## src/rtl/instr_loader.sv

```systemverilog
// Byte-stream instruction loader: packs incoming code bytes into DATA_WIDTH
// windows and writes them to instruction memory, guarding the memory capacity.
module instr_loader #(
    parameter int unsigned DATA_WIDTH = 32,
    parameter int unsigned LOG_WIN    = 2,
    parameter int unsigned ADDR_WIDTH = 10,
    parameter int unsigned DEPTH      = 1024
) (
    input  logic                    clk,
    input  logic                    rst_n,
    input  logic                    start,
    input  logic [7:0]              s_byte,
    input  logic                    s_vld,
    input  logic                    s_last,
    output logic                    s_rdy,
    output logic                    we,
    output logic [LOG_WIN-1:0]      write_pointer_shift_minusone,
    output logic [DATA_WIDTH-1:0]   wr_data,
    input  logic                    wr_stall,
    output logic [ADDR_WIDTH:0]     byte_count,
    output logic                    load_done,
    output logic                    overflow_err
);

    localparam int unsigned WIN_BYTES = DATA_WIDTH / 8;
    localparam int unsigned FILL_W    = LOG_WIN + 1;
    localparam int unsigned CNT_W     = ADDR_WIDTH + 1;
    localparam int unsigned SUM_W     = ADDR_WIDTH + 2;

    localparam logic [1:0] S_IDLE = 2'd0;
    localparam logic [1:0] S_FILL = 2'd1;
    localparam logic [1:0] S_EMIT = 2'd2;
    localparam logic [1:0] S_DONE = 2'd3;

    logic [1:0]            state,      state_d;
    logic [FILL_W-1:0]     fill_cnt,   fill_cnt_d;
    logic                  has_last,   has_last_d;
    logic                  ovf_pend,   ovf_pend_d;
    logic                  s_rdy_d;
    logic                  we_d;
    logic [LOG_WIN-1:0]    shift_d;
    logic [DATA_WIDTH-1:0] wr_data_d;
    logic [CNT_W-1:0]      byte_count_d;
    logic                  load_done_d;
    logic                  overflow_err_d;
    logic [FILL_W-1:0]     fill_next;
    logic [SUM_W-1:0]      sum_next;
    logic                  ovf_next;

    // State and registered outputs; wr_data doubles as the window assembly buffer.
    always_ff @(posedge clk) begin
        if (!rst_n) begin
            state                        <= S_IDLE;
            fill_cnt                     <= '0;
            has_last                     <= 1'b0;
            ovf_pend                     <= 1'b0;
            s_rdy                        <= 1'b0;
            we                           <= 1'b0;
            write_pointer_shift_minusone <= '0;
            wr_data                      <= '0;
            byte_count                   <= '0;
            load_done                    <= 1'b0;
            overflow_err                 <= 1'b0;
        end else begin
            state                        <= state_d;
            fill_cnt                     <= fill_cnt_d;
            has_last                     <= has_last_d;
            ovf_pend                     <= ovf_pend_d;
            s_rdy                        <= s_rdy_d;
            we                           <= we_d;
            write_pointer_shift_minusone <= shift_d;
            wr_data                      <= wr_data_d;
            byte_count                   <= byte_count_d;
            load_done                    <= load_done_d;
            overflow_err                 <= overflow_err_d;
        end
    end

    // Next-state and next-output logic.
    always_comb begin
        state_d        = state;
        fill_cnt_d     = fill_cnt;
        has_last_d     = has_last;
        ovf_pend_d     = ovf_pend;
        s_rdy_d        = s_rdy;
        we_d           = we;
        shift_d        = write_pointer_shift_minusone;
        wr_data_d      = wr_data;
        byte_count_d   = byte_count;
        load_done_d    = load_done;
        overflow_err_d = overflow_err;
        fill_next      = fill_cnt + FILL_W'(1);
        sum_next       = SUM_W'(byte_count) + SUM_W'(fill_next);
        ovf_next       = (sum_next > SUM_W'(DEPTH));

        case (state)
            S_IDLE, S_DONE: begin
                if (start) begin
                    state_d        = S_FILL;
                    fill_cnt_d     = '0;
                    has_last_d     = 1'b0;
                    ovf_pend_d     = 1'b0;
                    s_rdy_d        = 1'b1;
                    we_d           = 1'b0;
                    shift_d        = '0;
                    wr_data_d      = '0;
                    byte_count_d   = '0;
                    load_done_d    = 1'b0;
                    overflow_err_d = 1'b0;
                end
            end

            S_FILL: begin
                if (s_vld && s_rdy) begin
                    for (int unsigned i = 0; i < WIN_BYTES; i++) begin
                        if (fill_cnt == FILL_W'(i)) begin
                            wr_data_d[i*8 +: 8] = s_byte;
                        end
                    end
                    fill_cnt_d = fill_next;
                    // Window closes on a full lane set or on the final byte.
                    if (fill_next == FILL_W'(WIN_BYTES) || s_last) begin
                        state_d    = S_EMIT;
                        s_rdy_d    = 1'b0;
                        has_last_d = s_last;
                        shift_d    = LOG_WIN'(fill_cnt);
                        ovf_pend_d = ovf_next;
                        we_d       = !ovf_next;
                    end
                end
            end

            S_EMIT: begin
                if (ovf_pend) begin
                    // Capacity exceeded: drop this window and end the load.
                    state_d        = S_DONE;
                    ovf_pend_d     = 1'b0;
                    we_d           = 1'b0;
                    fill_cnt_d     = '0;
                    wr_data_d      = '0;
                    shift_d        = '0;
                    overflow_err_d = 1'b1;
                    load_done_d    = 1'b1;
                end else if (!wr_stall) begin
                    byte_count_d = byte_count + CNT_W'(fill_cnt);
                    fill_cnt_d   = '0;
                    wr_data_d    = '0;
                    shift_d      = '0;
                    we_d         = 1'b0;
                    if (has_last) begin
                        state_d     = S_DONE;
                        load_done_d = 1'b1;
                    end else begin
                        state_d = S_FILL;
                        s_rdy_d = 1'b1;
                    end
                end
            end

            default: begin
                state_d = S_IDLE;
            end
        endcase
    end

endmodule

```

## config.mk

```make
export PLATFORM = sky130hd
export DESIGN_NAME = instr_loader
export DESIGN_NICKNAME = d
export VERILOG_FILES = /design/src/rtl/instr_loader.sv
export SDC_FILE = /design/constraint.sdc
export NUM_CORES = 1
export LEC_CHECK = 0
export CORE_UTILIZATION = 54
export CTS_BUF_LIST = sky130_fd_sc_hd__clkbuf_16
export DETAILED_ROUTE_END_ITERATION = 8
export PLACE_DENSITY = 0.93
export SYNTH_ARGS = -nofsm -noshare
export SYNTH_HDL_FRONTEND = slang
export SYNTH_SLANG_ARGS = --single-unit
```

## constraint.sdc

```tcl
create_clock -name clk -period 4.81 [get_ports clk]
set_clock_uncertainty 0.1 [all_clocks]
set_input_delay 1.443 -clock clk [delete_from_list [all_inputs] [get_ports clk]]
set_output_delay 1.443 -clock clk [all_outputs]
set_load 0.01 [all_outputs]
```

# Word level (Yosys, flattened, before mapping)
# Cells that the tools add are included.
# word_totals
register_bits,56
wordCells,114
# op_classes
n_addsub,3
order_cmp,1
eq_ne,20
muxes,56
reduce_logical,20
# op_table
op,n
$mux W32,4
$pmux W32 S3,1
$mux W11,3
$mux W8,4
$reduce_and A4 Y1,8
$mux W2,11
$ne A2 B2 Y1 const B,11
$pmux W11 S2,1
$mux W1,19
$add A11 B3 Y12,1
$gt A12 B11 Y1 const B,1
$mux W3,4
$pmux W2 S3,2
$add A11 B3 Y11,1
$pmux W1 S3,3
$pmux W3 S3,1
$reduce_and A3 Y1,3
$eq A3 B2 Y1 const B,2
$ne A3 B3 Y1 const B,2
$pmux W1 S2,3
$reduce_and A6 Y1,1
$eq A2 B2 Y1 const B,2
$reduce_bool A2 Y1,2
$add A3 B1 Y3 const B,1
9 further kinds,9

# Depth between registers and ports, before layout
# logic_depth
depth_word,7
depth_mapped,9
mapped_depth_nobuf,9

# Least setup slack after synthesis
# Ideal clock, no wire load.
# synth_path
kind,input -> register
start,input port s_vld
end,register we
t_arrival_ns,2.480
t_required_ns,4.585
path_slack_ns,2.105
path_stages,5
n_path_buf,0
cell_sequence,o211ai_1 -> a211oi_4 -> mux2_1 -> nand3b_1 -> o211ai_2
# synth_via
elab_chain_len,3
# synth_rtl
element,line,rtl
"start, declared",13,"input logic s_vld,"
$logic_and A1 B1 Y1,114,if (s_vld && s_rdy) begin
$ne A2 B2 Y1 (no source line),n/a,
$reduce_and A4 Y1 (no source line),n/a,
"end signal, assigned",70,we <= we_d;
"end, declared",16,"output logic we,"
# No other way between the ends.
# A chain may end at the register's enable or synchronous reset.

# Final worst setup path
# layout_path
start,input port start
end,register wr_data[3]
# layout_via
elab_chain_len,2
# layout_rtl
element,line,rtl
"start, declared",11,"input logic start,"
$ne A2 B2 Y1 (no source line),n/a,
$reduce_and A4 Y1 (no source line),n/a,
"end signal, assigned",72,wr_data <= wr_data_d;
"end, declared",18,"output logic [DATA_WIDTH-1:0] wr_data,"
# No other way between the ends.

==> metrics.cfg <==
[outcome]
outcome=finished clean

[floorplanning]
dieWidth_um=73.82
io_pins=63
num_rows=25
initial_util_pct=57.45
floorplan.die.height_um=73.82
core_area_um2=4848
fp.dieArea_um2=5449

[yosys]
synth_flop_cell=sky130_fd_sc_hd__dfxtp_1
synth_cell_types=50
syn_nets=337
most_frequent_cells_after_synthesis=sky130_fd_sc_hd__dfxtp_1 (56), sky130_fd_sc_hd__nor2_1 (49), sky130_fd_sc_hd__mux2i_1 (34), sky130_fd_sc_hd__nand2_1 (18), sky130_fd_sc_hd__a21oi_1 (17)
yosys.area.top_type=sky130_fd_sc_hd__dfxtp_1
synthesis.instances=307
ys_seq_area_share_pct=40.25
count_of_flip_flops_with_a_built_in_enable_after_synthesis=0
synth_async_sr_flop_share_pct=0
synth_area_per_cell_um2=9.072
yosysWarnings=0
yosys.cell_count.top_type=sky130_fd_sc_hd__dfxtp_1
synth_top_cells_by_area=sky130_fd_sc_hd__dfxtp_1 (40%), sky130_fd_sc_hd__mux2i_1 (12%), sky130_fd_sc_hd__nor2_1 (6.6%), sky130_fd_sc_hd__ha_1 (6.3%), sky130_fd_sc_hd__a21oi_1 (3.1%)
syn-cell-area_um2=2785
postSynthRegisterBits=56
synthDominantCellAreaShare_pct=40.25

[global_routing]
grt_remaining_overflow=0
antenna_violations_before_repair=0
grtUsageTotal_pct=25.86
grt_start_max_net_pins=47
number_of_global_route_vias_before_repair=2214
grt_first_pass_wirelength_mm=10.73

[cells_and_area]
n_fill_cell=356
finish.cell_count_without_fillers=430
area_taken_by_multi_input_logic_gates_um2=1560
final_area_um2=3572
area_growth_pct=28.26
nNetsFinal=392
n_antenna_cell=0
utilization_pct=73.68
area.sequential_um2=1121
fraction_of_layout_instances_using_a_drive_strength_above_1_pct=4.959

[clock_tree]
ctsHtreeMaxLevel=2
cts_buffer_depth=2
clk_root_buffer_cell=sky130_fd_sc_hd__clkbuf_16
count_of_hold_buffers_inserted_by_post_cts_repair=0
cts.clk_slew.worst_paths_ns=0.07
cts_tree=done
post_cts.resized_instances=0
numClockSinks=56
cts-buffers-inserted=5
clk-insertion-delay-late_ns=0.29
postCtsSetupBuffers=0

[critical_path]
critical_path_arrival_ns=3.35
critical_path_depth=6
cp_top_family=compound AO/OA/AOI/OAI gates
required_ns=4.85
timing.rr.end=ovf_pend$_SDFFE_PN0P_
timing.reg2reg.setup_slack_ns=2.20
timing.reg2reg.worst_path_depth=9
beginning_of_the_critical_path=start
worst_path_max_delay_cell=sky130_fd_sc_hd__a21oi_2
cp_cell_sequence=clkdlybuf4s50_1 -> nand2b_1 -> o21ai_2 -> a21oi_2 -> mux2i_1 -> nor2_1
critical_path_buf_inv_count=1
timing.critical_path.to_type=flip-flop
start_kind=input pin
critical-path-max-stage-delay_ns=0.58
critPathMaxFanout=8
worst-setup-path-type=in2reg
r2r-start=fill_cnt[1]$_SDFFE_PN0P_

[routing]
drt_wl_total_mm=6.699
avgViaCountPerCell=5.686
drtIter0Drc=167
drt.antenna.violating_nets=0
post-route-drc-count=0
routed_wire_length_per_instance_um=15.58
detail_route.first_pass.iterations=4
routed-via-count=2445

[sta]
final.hold.worst_slack_ns=0.3500
fin_setup_tns_ns=0
final_setup_violating_endpoints=0
timing_worst_slew_pin_value_ns=0.8925
max_freq_ghz=0.3020
layout_worst_path_cycle_share_pct=68.84
final_hold_viol_count=0
timing.slew.headroom_pct=40.50
timing.final.ws_setup_ns=1.499
grt_setup_unrepaired=false
slew_violations=0
fin_crit_ns=3.311

[placement]
pre_cts_worst_setup_slack_ns=1.309
place.gp.congestion=0.8524
numPortBuffers=62
place.detailed.hpwl_mm=4.704
place.detailed.instances=422
post_dp_cell_area_um2=3427

[power]
design_power_total_mw=1.276
cellLeakagePower_nw=1.429
power.density_nw_per_um2=357.3
ir_worst_vdd_mv=0.2138

[worst_hold_path]
hp-class=reg2reg
timing.hold.worst_endpoint=write_pointer_shift_minusone[1]$_SDFFE_PN0P_
worstHoldStart=write_pointer_shift_minusone[1]$_SDFFE_PN0P_
hold_depth=2

[job]
max-cap-violations=0

-- report_power, final --
part | leakage, nW | switching, mW | internal [mW]
logic | 0.904 | 0.218 | 0.171
registers | 0.454 | 0.0250 | 0.501
clock network | 0.0712 | 0.168 | 0.192
-- layer usage --
layer | up-vias | track usage (%) | share of wire, %
met1 | 1174 | 33.50 | 44
met3 | 10 | 5.487 | 4.7
met5 | - | 0 | 0
met2 | 83 | 42.92 | 49
li1 | 1178 | - | -
met4 | 0 | 8.120 | 1.6
-- worst min-delay path, delay by kind of cell, from the launching register on --
kind,cells,cell delay [ns]
compound gates,1,0.05
simple gates,1,0.05
flops,1,0.31
-- cell families (layout without fill, tap and decap cells) --
family | Yosys count | count (layout) | synth area share (%)
DFF | 56 | 56 | 40.25
muxes | 36 | 36 | 13.03
buffers and inverters | 25 | 81 | 3.729
AOI/OAI and AO/OA | 55 | 55 | 13.84
adders and majority gates | 16 | 16 | 7.727
and+or+nand+nor | 110 | 110 | 18.60
xor gates and xnor gates | 9 | 9 | 2.830
-- registers in the layout, indices dropped and copies added (netlist names) --
register / cells
byte_count: 11
fill_cnt: 3
has_last: 1
load_done: 1
overflow_err: 1
ovf_pend: 1
s_rdy: 1
state: 2
we: 1
wr_data: 32
write_pointer_shift_minusone: 2
-- final cells by class --
class,count,area share [%]
inverter,11,1.156
tap,67,2.347
multi-input combinational,226,43.68
sequential,56,31.38
timing repair buffer,62,17.37
clock inverter,3,0.5604
clock buffer,5,3.503
-- cell usage in the layout (no fill, tap or decap), types with 2 or more instances in the layout --
cell type	count
sky130_fd_sc_hd__nand3_1	4
sky130_fd_sc_hd__a31oi_1	3
sky130_fd_sc_hd__and2_1	9
sky130_fd_sc_hd__nand2b_1	2
sky130_fd_sc_hd__o22a_1	2
sky130_fd_sc_hd__mux2i_1	34
sky130_fd_sc_hd__nor4_1	2
sky130_fd_sc_hd__o2111ai_1	2
sky130_fd_sc_hd__nor3_1	9
sky130_fd_sc_hd__o21ai_2	2
sky130_fd_sc_hd__ha_1	14
sky130_fd_sc_hd__inv_1	11
sky130_fd_sc_hd__fa_1	2
sky130_fd_sc_hd__and3_1	2
sky130_fd_sc_hd__dfxtp_1	56
sky130_fd_sc_hd__xnor2_1	5
sky130_fd_sc_hd__or3_1	4
sky130_fd_sc_hd__o21ai_0	7
sky130_fd_sc_hd__nand4_1	4
sky130_fd_sc_hd__nand2_1	18
sky130_fd_sc_hd__a21o_1	4
sky130_fd_sc_hd__and3b_1	2
sky130_fd_sc_hd__nor2b_1	2
sky130_fd_sc_hd__clkdlybuf4s50_1	62
sky130_fd_sc_hd__clkbuf_16	5
sky130_fd_sc_hd__nor2_1	49
sky130_fd_sc_hd__a21oi_1	17
sky130_fd_sc_hd__o21a_1	2
sky130_fd_sc_hd__a21oi_2	4
sky130_fd_sc_hd__xor2_1	4
-- worst max-delay path by stage --
| stage | end | slack [ns] |
|---|---|---|
| CTS | wr_data[3]$_SDFFE_PN0P_ | 1.54 |
| detailed placement | wr_data[12]$_SDFFE_PN0P_ | 1.31 |
| floorplan | we$_SDFFE_PN0P_ | 2.10 |
| global route | wr_data[3]$_SDFFE_PN0P_ | 1.40 |
| global placement | wr_data[3]$_SDFFE_PN0P_ | 1.37 |
| finish | wr_data[3]$_SDFFE_PN0P_ | 1.50 |
Power figures use the tool's default switching activity.
